[config.mk]
export PLATFORM = sky130hd
export DESIGN_NAME = div3_ternary_serializer
export DESIGN_NICKNAME = d
export VERILOG_FILES = /design/src/rtl/div3_ternary_serializer_pkg.sv /design/src/rtl/div3_ternary_serializer_div_32_3.sv /design/src/rtl/div3_ternary_serializer.sv
export SDC_FILE = /design/constraint.sdc
export NUM_CORES = 1
export LEC_CHECK = 0
export ABC_AREA = 0
export BUFFER_PORTS_ARGS = -buffer_cell sky130_fd_sc_hd__buf_2
export CORE_UTILIZATION = 55
export DETAILED_ROUTE_END_ITERATION = 8
export GPL_TIMING_DRIVEN = 0
export HOLD_SLACK_MARGIN = 0.08
export PLACE_DENSITY = 0.81
export SLEW_MARGIN = 20
export SYNTH_ARGS = -nofsm -noshare
export SYNTH_HDL_FRONTEND = slang
export SYNTH_SLANG_ARGS = --single-unit
[constraint.sdc]
create_clock -name clk -period 85.8 [get_ports clk]
set_clock_uncertainty 0.2 [all_clocks]
set_input_delay 17.16 -clock clk [delete_from_list [all_inputs] [get_ports clk]]
set_output_delay 17.16 -clock clk [all_outputs]
set_load 0.05 [all_outputs]
[src/rtl/div3_ternary_serializer_pkg.sv]
// Shared definitions for the ternary serializer.
//   N_DIGITS : base-3 digits needed to cover any 32-bit word (3^21 > 2^32-1)
//   IDX_W    : width of the digit position counter
//   state_e  : controller states
`timescale 1ns/1ps
package div3_ternary_serializer_pkg;
  localparam int N_DIGITS = 21;
  localparam int IDX_W    = 5;

  typedef enum logic {
    IDLE = 1'b0,
    RUN  = 1'b1
  } state_e;
endpackage

[src/rtl/div3_ternary_serializer_div_32_3.sv]
// div_32_3: combinational divide-by-3 of a 32-bit unsigned value.
// Ports:
//   dividend  [32:1] in  : value to divide (bit 32 is the MSB)
//   quotient  [30:0] out : floor(dividend / 3); fits in 31 bits
//   remainder [1:0]  out : dividend mod 3, always 0..2
// Restoring long division with a 2-bit partial remainder. The divisor
// is a constant, so each step is a compare against 3 and an optional
// subtract.
`timescale 1ns/1ps
module div_32_3 (
  input  logic [32:1] dividend,
  output logic [30:0] quotient,
  output logic [1:0]  remainder
);
  logic [1:0] rem;
  logic [2:0] part;

  always_comb begin
    quotient = '0;
    part     = '0;
    // The top bit alone is always below 3, so it seeds the remainder.
    rem      = {1'b0, dividend[32]};
    for (int i = 31; i >= 1; i--) begin
      part = {rem, dividend[i]};
      if (part >= 3'd3) begin
        quotient[i-1] = 1'b1;
        rem           = 2'(part - 3'd3);
      end else begin
        rem           = part[1:0];
      end
    end
    remainder = rem;
  end
endmodule

[src/rtl/div3_ternary_serializer.sv]
// div3_ternary_serializer: converts a 32-bit unsigned word into base-3
// digits, emitted least-significant first over a valid/ready stream.
// Ports:
//   clk, rst_n           : clock, asynchronous active-low reset
//   in_valid/in_ready    : input word handshake
//   in_data  [31:0]      : word to convert
//   dig_valid/dig_ready  : digit handshake
//   dig_data [1:0]       : digit value 0..2
//   dig_idx  [4:0]       : digit position, 0 = least significant
//   dig_last             : final digit of the current word
// Build option: define TERN_ZERO_SUPPRESS_EN to stop a word as soon as
// the remaining quotient is zero (leading zeros suppressed, at least one
// digit emitted). Without it every word emits exactly N_DIGITS digits.
`timescale 1ns/1ps
module div3_ternary_serializer
  import div3_ternary_serializer_pkg::*;
#(
  parameter int N_DIGITS = div3_ternary_serializer_pkg::N_DIGITS
) (
  input  logic             clk,
  input  logic             rst_n,
  input  logic             in_valid,
  output logic             in_ready,
  input  logic [31:0]      in_data,
  output logic             dig_valid,
  input  logic             dig_ready,
  output logic [1:0]       dig_data,
  output logic [IDX_W-1:0] dig_idx,
  output logic             dig_last
);
  localparam logic [IDX_W-1:0] LAST_IDX = IDX_W'(N_DIGITS - 1);

  state_e           state_q, state_d;
  logic [31:0]      w_q, w_d;
  logic [IDX_W-1:0] idx_q, idx_d;
  logic             in_ready_q, in_ready_d;
  logic             dig_valid_q, dig_valid_d;

  logic [30:0]      quo;
  logic [1:0]       rem;
  logic             last_hit;

  // Single divider: its remainder is the digit on the bus, its quotient
  // is the work value for the next digit.
  div_32_3 u_div (
    .dividend  (w_q),
    .quotient  (quo),
    .remainder (rem)
  );

`ifdef TERN_ZERO_SUPPRESS_EN
  assign last_hit = (quo == 31'd0) || (idx_q == LAST_IDX);
`else
  assign last_hit = (idx_q == LAST_IDX);
`endif

  always_comb begin
    state_d     = state_q;
    w_d         = w_q;
    idx_d       = idx_q;
    in_ready_d  = in_ready_q;
    dig_valid_d = dig_valid_q;
    case (state_q)
      IDLE: begin
        in_ready_d  = 1'b1;
        dig_valid_d = 1'b0;
        if (in_valid && in_ready_q) begin
          state_d     = RUN;
          w_d         = in_data;
          idx_d       = '0;
          in_ready_d  = 1'b0;
          dig_valid_d = 1'b1;
        end
      end
      RUN: begin
        // W and idx only move on a handshake, so the digit bus is stable
        // while the consumer stalls.
        if (dig_valid_q && dig_ready) begin
          if (last_hit) begin
            state_d     = IDLE;
            in_ready_d  = 1'b1;
            dig_valid_d = 1'b0;
          end else begin
            w_d   = {1'b0, quo};
            idx_d = idx_q + 1'b1;
          end
        end
      end
      default: begin
        state_d     = IDLE;
        in_ready_d  = 1'b0;
        dig_valid_d = 1'b0;
      end
    endcase
  end

  // in_ready_q resets low so nothing is accepted while rst_n is held.
  always_ff @(posedge clk or negedge rst_n) begin
    if (!rst_n) begin
      state_q     <= IDLE;
      w_q         <= '0;
      idx_q       <= '0;
      in_ready_q  <= 1'b0;
      dig_valid_q <= 1'b0;
    end else begin
      state_q     <= state_d;
      w_q         <= w_d;
      idx_q       <= idx_d;
      in_ready_q  <= in_ready_d;
      dig_valid_q <= dig_valid_d;
    end
  end

  assign in_ready  = in_ready_q;
  assign dig_valid = dig_valid_q;
  // Gated so a stale work value in IDLE never shows on the digit bus.
  assign dig_data  = dig_valid_q ? rem : 2'd0;
  assign dig_idx   = idx_q;
  assign dig_last  = dig_valid_q && last_hit;
endmodule

* Word level (Yosys, flattened, before mapping) *
Cells that the tools add are included.

word-level totals
  output and inout port bits = 10
  word-level logic and storage cells = 161
  flip-flop bits (word level) = 40

cells by class
  reduce and logical (&&, ||, !) cells = 5
  add/subtract/negate cells = 32
  mux-type cells = 82
  equal/unequal tests = 5
  $lt $le $gt $ge = 31
  bitwise logic cells = 1

operators by type and width
  kind                                                                                 count
  32-bit two-way mux                                                                   3
  3-bit by 2-bit greater-or-equal comparator with 1-bit output, second input constant  30
  2-bit two-way mux                                                                    32
  32-bit case mux with 2 select lines                                                  1
  2-bit subtractor, second input constant                                              31
  1-bit two-way mux                                                                    39
  5-bit two-way mux                                                                    3
  5-bit case mux with 2 select lines                                                   1
  1-bit case mux with 2 select lines                                                   3
  5-bit by 1-bit adder with 5-bit output, second input constant                        1
  5-bit equality test, second input constant                                           1
  2-bit by 1-bit != test with 1-bit output, second input constant                      2
  2-bit != test, second input constant                                                 2
  1-bit logical AND                                                                    3
  3-bit AND reduction                                                                  1
  2-bit greater-or-equal comparator, second input constant                             1
  2-bit AND reduction                                                                  1
  1-bit inverter                                                                       1

* Depth between registers and ports, before layout *
  word-level depth = 65
  mapped depth = 153

* Hierarchy *
A second synthesis with hierarchy kept.

unflattened totals
  cells, all modules = 682
  area, all modules = 5739.3 um2

by module, submodules not included
  module                   area each (um2)  cells an instance  instances
  div_32_3                 3572.2           530                1
  div3_ternary_serializer  2167.1           152                1

* Worst setup path before layout *
Ideal clock, no wire load.

  path kind = register -> output
  start point = register w_q[31]
  end point = output dig_data[0]
  setup slack = 41059 ps
  cell stages (with the launch flop) = 148
  required time = 68440 ps
  path buffers = 1
  data arrival time = 27381 ps
  cell sequence = dfrtp_1 -> nor2b_1 -> ha_1 -> nor2_1 -> nand2b_1 -> xor2_1 -> ha_1 -> nor4_2 -> nor3b_1 -> nor2_1 -> a21oi_1 -> ha_1 -> inv_1 -> nand4_1 -> nand3_1 -> and3_1 -> ha_1 -> nor2_1 -> [112 not listed] -> o21bai_1 -> or3_4 -> mux2i_1 -> ha_1 -> nor2_1 -> or4b_1 -> nand2_1 -> mux2_2 -> ha_1 -> inv_1 -> o221a_2 -> nand2_1 -> nand2_1 -> nand2_1 -> ha_1 -> nor3_1 -> mux2i_1 -> a2111oi_2

between the ends
  word-level cells in the longest chain between the ends = 63
  elaborated cells between the ends (all ways) = 93

RTL lines
  item                                                                                                     line                                                                            RTL
  start: declaration                                                                                       div3_ternary_serializer.sv:34                                                   logic [31:0] w_q, w_d;
  start signal: assignment                                                                                 div3_ternary_serializer.sv:107                                                  w_q <= w_d;
  2-bit subtractor / 2-bit greater-or-equal comparator (equally long branches)                             div3_ternary_serializer_div_32_3.sv:27, div3_ternary_serializer_div_32_3.sv:25
  2-bit two-way mux *                                                                                      div3_ternary_serializer_div_32_3.sv:25                                          if (part >= 3'd3) begin
  3-bit by 2-bit greater-or-equal comparator with 1-bit output / 2-bit subtractor (equally long branches)  div3_ternary_serializer_div_32_3.sv:25, div3_ternary_serializer_div_32_3.sv:27
  2-bit two-way mux *                                                                                      div3_ternary_serializer_div_32_3.sv:25
  3-bit by 2-bit greater-or-equal comparator with 1-bit output / 2-bit subtractor (equally long branches)  div3_ternary_serializer_div_32_3.sv:25, div3_ternary_serializer_div_32_3.sv:27
  2-bit two-way mux *                                                                                      div3_ternary_serializer_div_32_3.sv:25
  3-bit by 2-bit greater-or-equal comparator with 1-bit output / 2-bit subtractor (equally long branches)  div3_ternary_serializer_div_32_3.sv:25, div3_ternary_serializer_div_32_3.sv:27
  2-bit two-way mux *                                                                                      div3_ternary_serializer_div_32_3.sv:25
  [47 not listed]                                                                                          n/a
  2-bit two-way mux *                                                                                      div3_ternary_serializer_div_32_3.sv:25
  3-bit by 2-bit greater-or-equal comparator with 1-bit output / 2-bit subtractor (equally long branches)  div3_ternary_serializer_div_32_3.sv:25, div3_ternary_serializer_div_32_3.sv:27
  2-bit two-way mux *                                                                                      div3_ternary_serializer_div_32_3.sv:25
  3-bit by 2-bit greater-or-equal comparator with 1-bit output / 2-bit subtractor (equally long branches)  div3_ternary_serializer_div_32_3.sv:25, div3_ternary_serializer_div_32_3.sv:27
  2-bit two-way mux *                                                                                      div3_ternary_serializer_div_32_3.sv:25
  3-bit by 2-bit greater-or-equal comparator with 1-bit output *                                           div3_ternary_serializer_div_32_3.sv:25
  2-bit two-way mux *                                                                                      div3_ternary_serializer_div_32_3.sv:25
  2-bit two-way mux *                                                                                      div3_ternary_serializer.sv:117                                                  assign dig_data = dig_valid_q ? rem : 2'd0;
  end: declaration                                                                                         div3_ternary_serializer.sv:27                                                   output logic [1:0] dig_data,

Every way passes the cells marked *; elsewhere a longest branch is shown, timed or not.

* Worst setup path in the final report *
Ends and elaborated chain as after synthesis.

==> impl_metrics.toml <==
[run_status]
outcome = "finished clean"

[sta]
tightestPinTransition_ns = 0.8973
hold_viol = 0
tns_ns = 0
drv_slew = 0
rsz0062_at_grt = "false"
min_period_ns = 48.87
max_clock_freq_ghz = 0.02046
setup_viol = 0
fin_crit_sh = 0.5696
slew_headroom = 0.4018

[clocking]
clk_latency_ns = 0.30
cts_buffers = 5
cts_sinks = 40
cts-resized-gates = 0
cts_setup_buffers = 0
ctsHtreeMaxLevel = 2
cts_root_buffer = "clkbuf_8"
clk_path_buf_depth = 2
cts_tree = "built"
clkTransAtPathRegs_ns = 0.08
ctsHoldBuffers = 0

[synth]
synth_area_leaders = "dfrtp_1, ha_1, nor2_1, nand2_1, a222oi_1"
synth_edf_count = 0
synth_top_area_frac = 0.2102
syn_nets = 677
synthFlopType = "dfrtp_1"
yosysWarnings = 0
yosysTopAreaCell = "dfrtp_1"
synth.distinct_cells = 89
syn_area_um2 = 4762
async_reset_ff_frac = 1.000
syn_avg_cell_area_um2 = 7.832
synth_most_common_cell = "nor2_1"
ys_ff_latch = 40
netlist_instances = 608
netlist_top_cells_count = "nor2_1, nand2_1, inv_1"
synth_seq_area_share = 0.2102

[critical_path]
cp_max_fo = 8
cp_common_cell = "ha_1"
reg2reg_from = "w_q[31]"
critical_path_class = "reg -> out"
rr_endpoint = "w_q[0]"
cp_slowest_cell = "or4_4"
cp_slowest_stage_delay_ns = 0.59
r2r_setup_slack_ns = 54.90
cp-end-kind = "primary output"
reg2reg_depth = 148
cp.required_ns = 68.44
critPathLaunchType = "flip-flop"
crit_arrival_ns = 31.51

[final_layout]
diodes = 0
area.sequential_um2 = 1001
nNetsFinal = 729
multi_input_area_um2 = 3506
design_area_um2 = 5230
syn2layout_area_growth_pct = 9.827
num-fill-cells = 740
drive_gt1_frac = 0.1467

[placement]
io_buffers = 45
hpwl_um = 9590
gp_congestion = 0.9133
dpl_cell_area_um2 = 5119

[floorplan]
rows = 33
die_w_um = 95.05
core_area_um2 = 8299
start_util = 0.5738
io_pins = 46
die-area_um2 = 9035
fp.dieH_um = 95.05

[drt]
dr.pass1.iters = 8
postRouteAntennaNets = 0
via_count = 4883
drcViolationCount = 0
route.detailed.wl_per_inst_um = 16.03
wirelength_um = 12280
drt-initial-drc-count = 436
viasPerCell = 6.375

[flow_run]
cap_violations = 0

[worst_hold_path]
holdCritStartpoint = "in_ready"
hold-path-endpoint = "in_ready"
hold_class = "reg -> reg"
hold-path-cell-count = 2

[global_route]
grt_max_degree = 41
gr-total-overflow = 0
track_usage = 0.2822
grt_pass1_vias = 4527
antenna_found_initial = 0
grt_first_pass_wirelength_um = 20380
[state kept, by name (all words and copies together) (netlist names)]
register and cells:
dig_valid 1, in_ready 1, w_q 32, dig_idx 5, state_q 1
[critical path, delay by kind of cell (launching register included)]
kind | cells | cell delay, ns
AND/OR/NAND/NOR | 57 | 10.38
AO/OA/AOI/OAI | 44 | 9.52
adder cells (fa/ha/maj) | 30 | 7.74
multiplexers | 9 | 1.96
buffers and inverters | 8 | 1.08
flip-flops | 1 | 0.41
XOR/XNOR | 1 | 0.08
[stage by stage]
step / cells / hold slack, ns / setup WS [ns] / util
floorplan: 608 / 0.3018 / 41.06 / -
CTS: 766 / 0.3405 / 37.19 / 0.6302
finish: 766 / 0.3515 / 36.93 / 0.6302
global placement: 758 / 0.3193 / 38.61 / 0.6168
global route: 766 / 0.3645 / 34.16 / 0.6302
detailed placement: 758 / 0.3275 / 37.61 / 0.6168
[layout by cell type (no fill, tap or decap), drive strengths merged, types with 6 or more instances in the layout]
cell type  instances
buf               48
nand2b            12
or3                7
clkbuf            22
nor2              64
nand3             14
a222oi            18
nor3              25
a22o               7
dfrtp             40
a211oi             7
nor3b              8
a31oi              9
inv               48
nand2             56
o21a               7
o31ai              6
or2               11
and3               7
o311ai             7
a21boi            10
o22ai             11
mux2i             14
o21ai             35
a211o              6
ha                33
a21oi             31
nor2b              9
[worst max-delay path by stage]
stage | to | slack (ns) | startpoint
2_1_floorplan | dig_data[0] | 41.06 | w_q[31]
4_1_cts | dig_data[0] | 37.19 | w_q[31]
3_3_place_gp | dig_data[0] | 38.61 | w_q[31]
3_5_place_dp | dig_data[0] | 37.61 | w_q[31]
5_1_grt | dig_data[0] | 34.16 | w_q[31]
6_report | dig_data[0] | 36.93 | w_q[31]
[layer usage]
| layer | wire length [um] | global-route usage |
|---|---|---|
| met4 | 184 | 0.07955 |
| met5 | 0 | 0 |
| met2 | 5797 | 0.4892 |
| met1 | 5456 | 0.3590 |
| met3 | 838 | 0.05024 |
[cell type report]
class,instances,area share
Multi-Input combinational cell,500,0.6703
Clock buffer,5,0.01316
Buffer,20,0.01435
Tap cell,105,0.02512
Inverter,48,0.03445
Timing Repair Buffer,45,0.04306
Clock inverter,3,0.008134
Sequential cell,40,0.1914
[kinds of logic after synthesis]
kind of cell	after synthesis	synth area share
flip-flops	40	0.2102
multiplexers	19	0.04282
AO/OA/AOI/OAI	201	0.3305
buffers and inverters	68	0.05360
XOR/XNOR	4	0.007356
adder cells (fa/ha/maj)	33	0.08671
AND/OR/NAND/NOR	243	0.2688
Power is not shown: default switching activity piles up to over one toggle a cycle in this logic, so the estimate is an artifact.
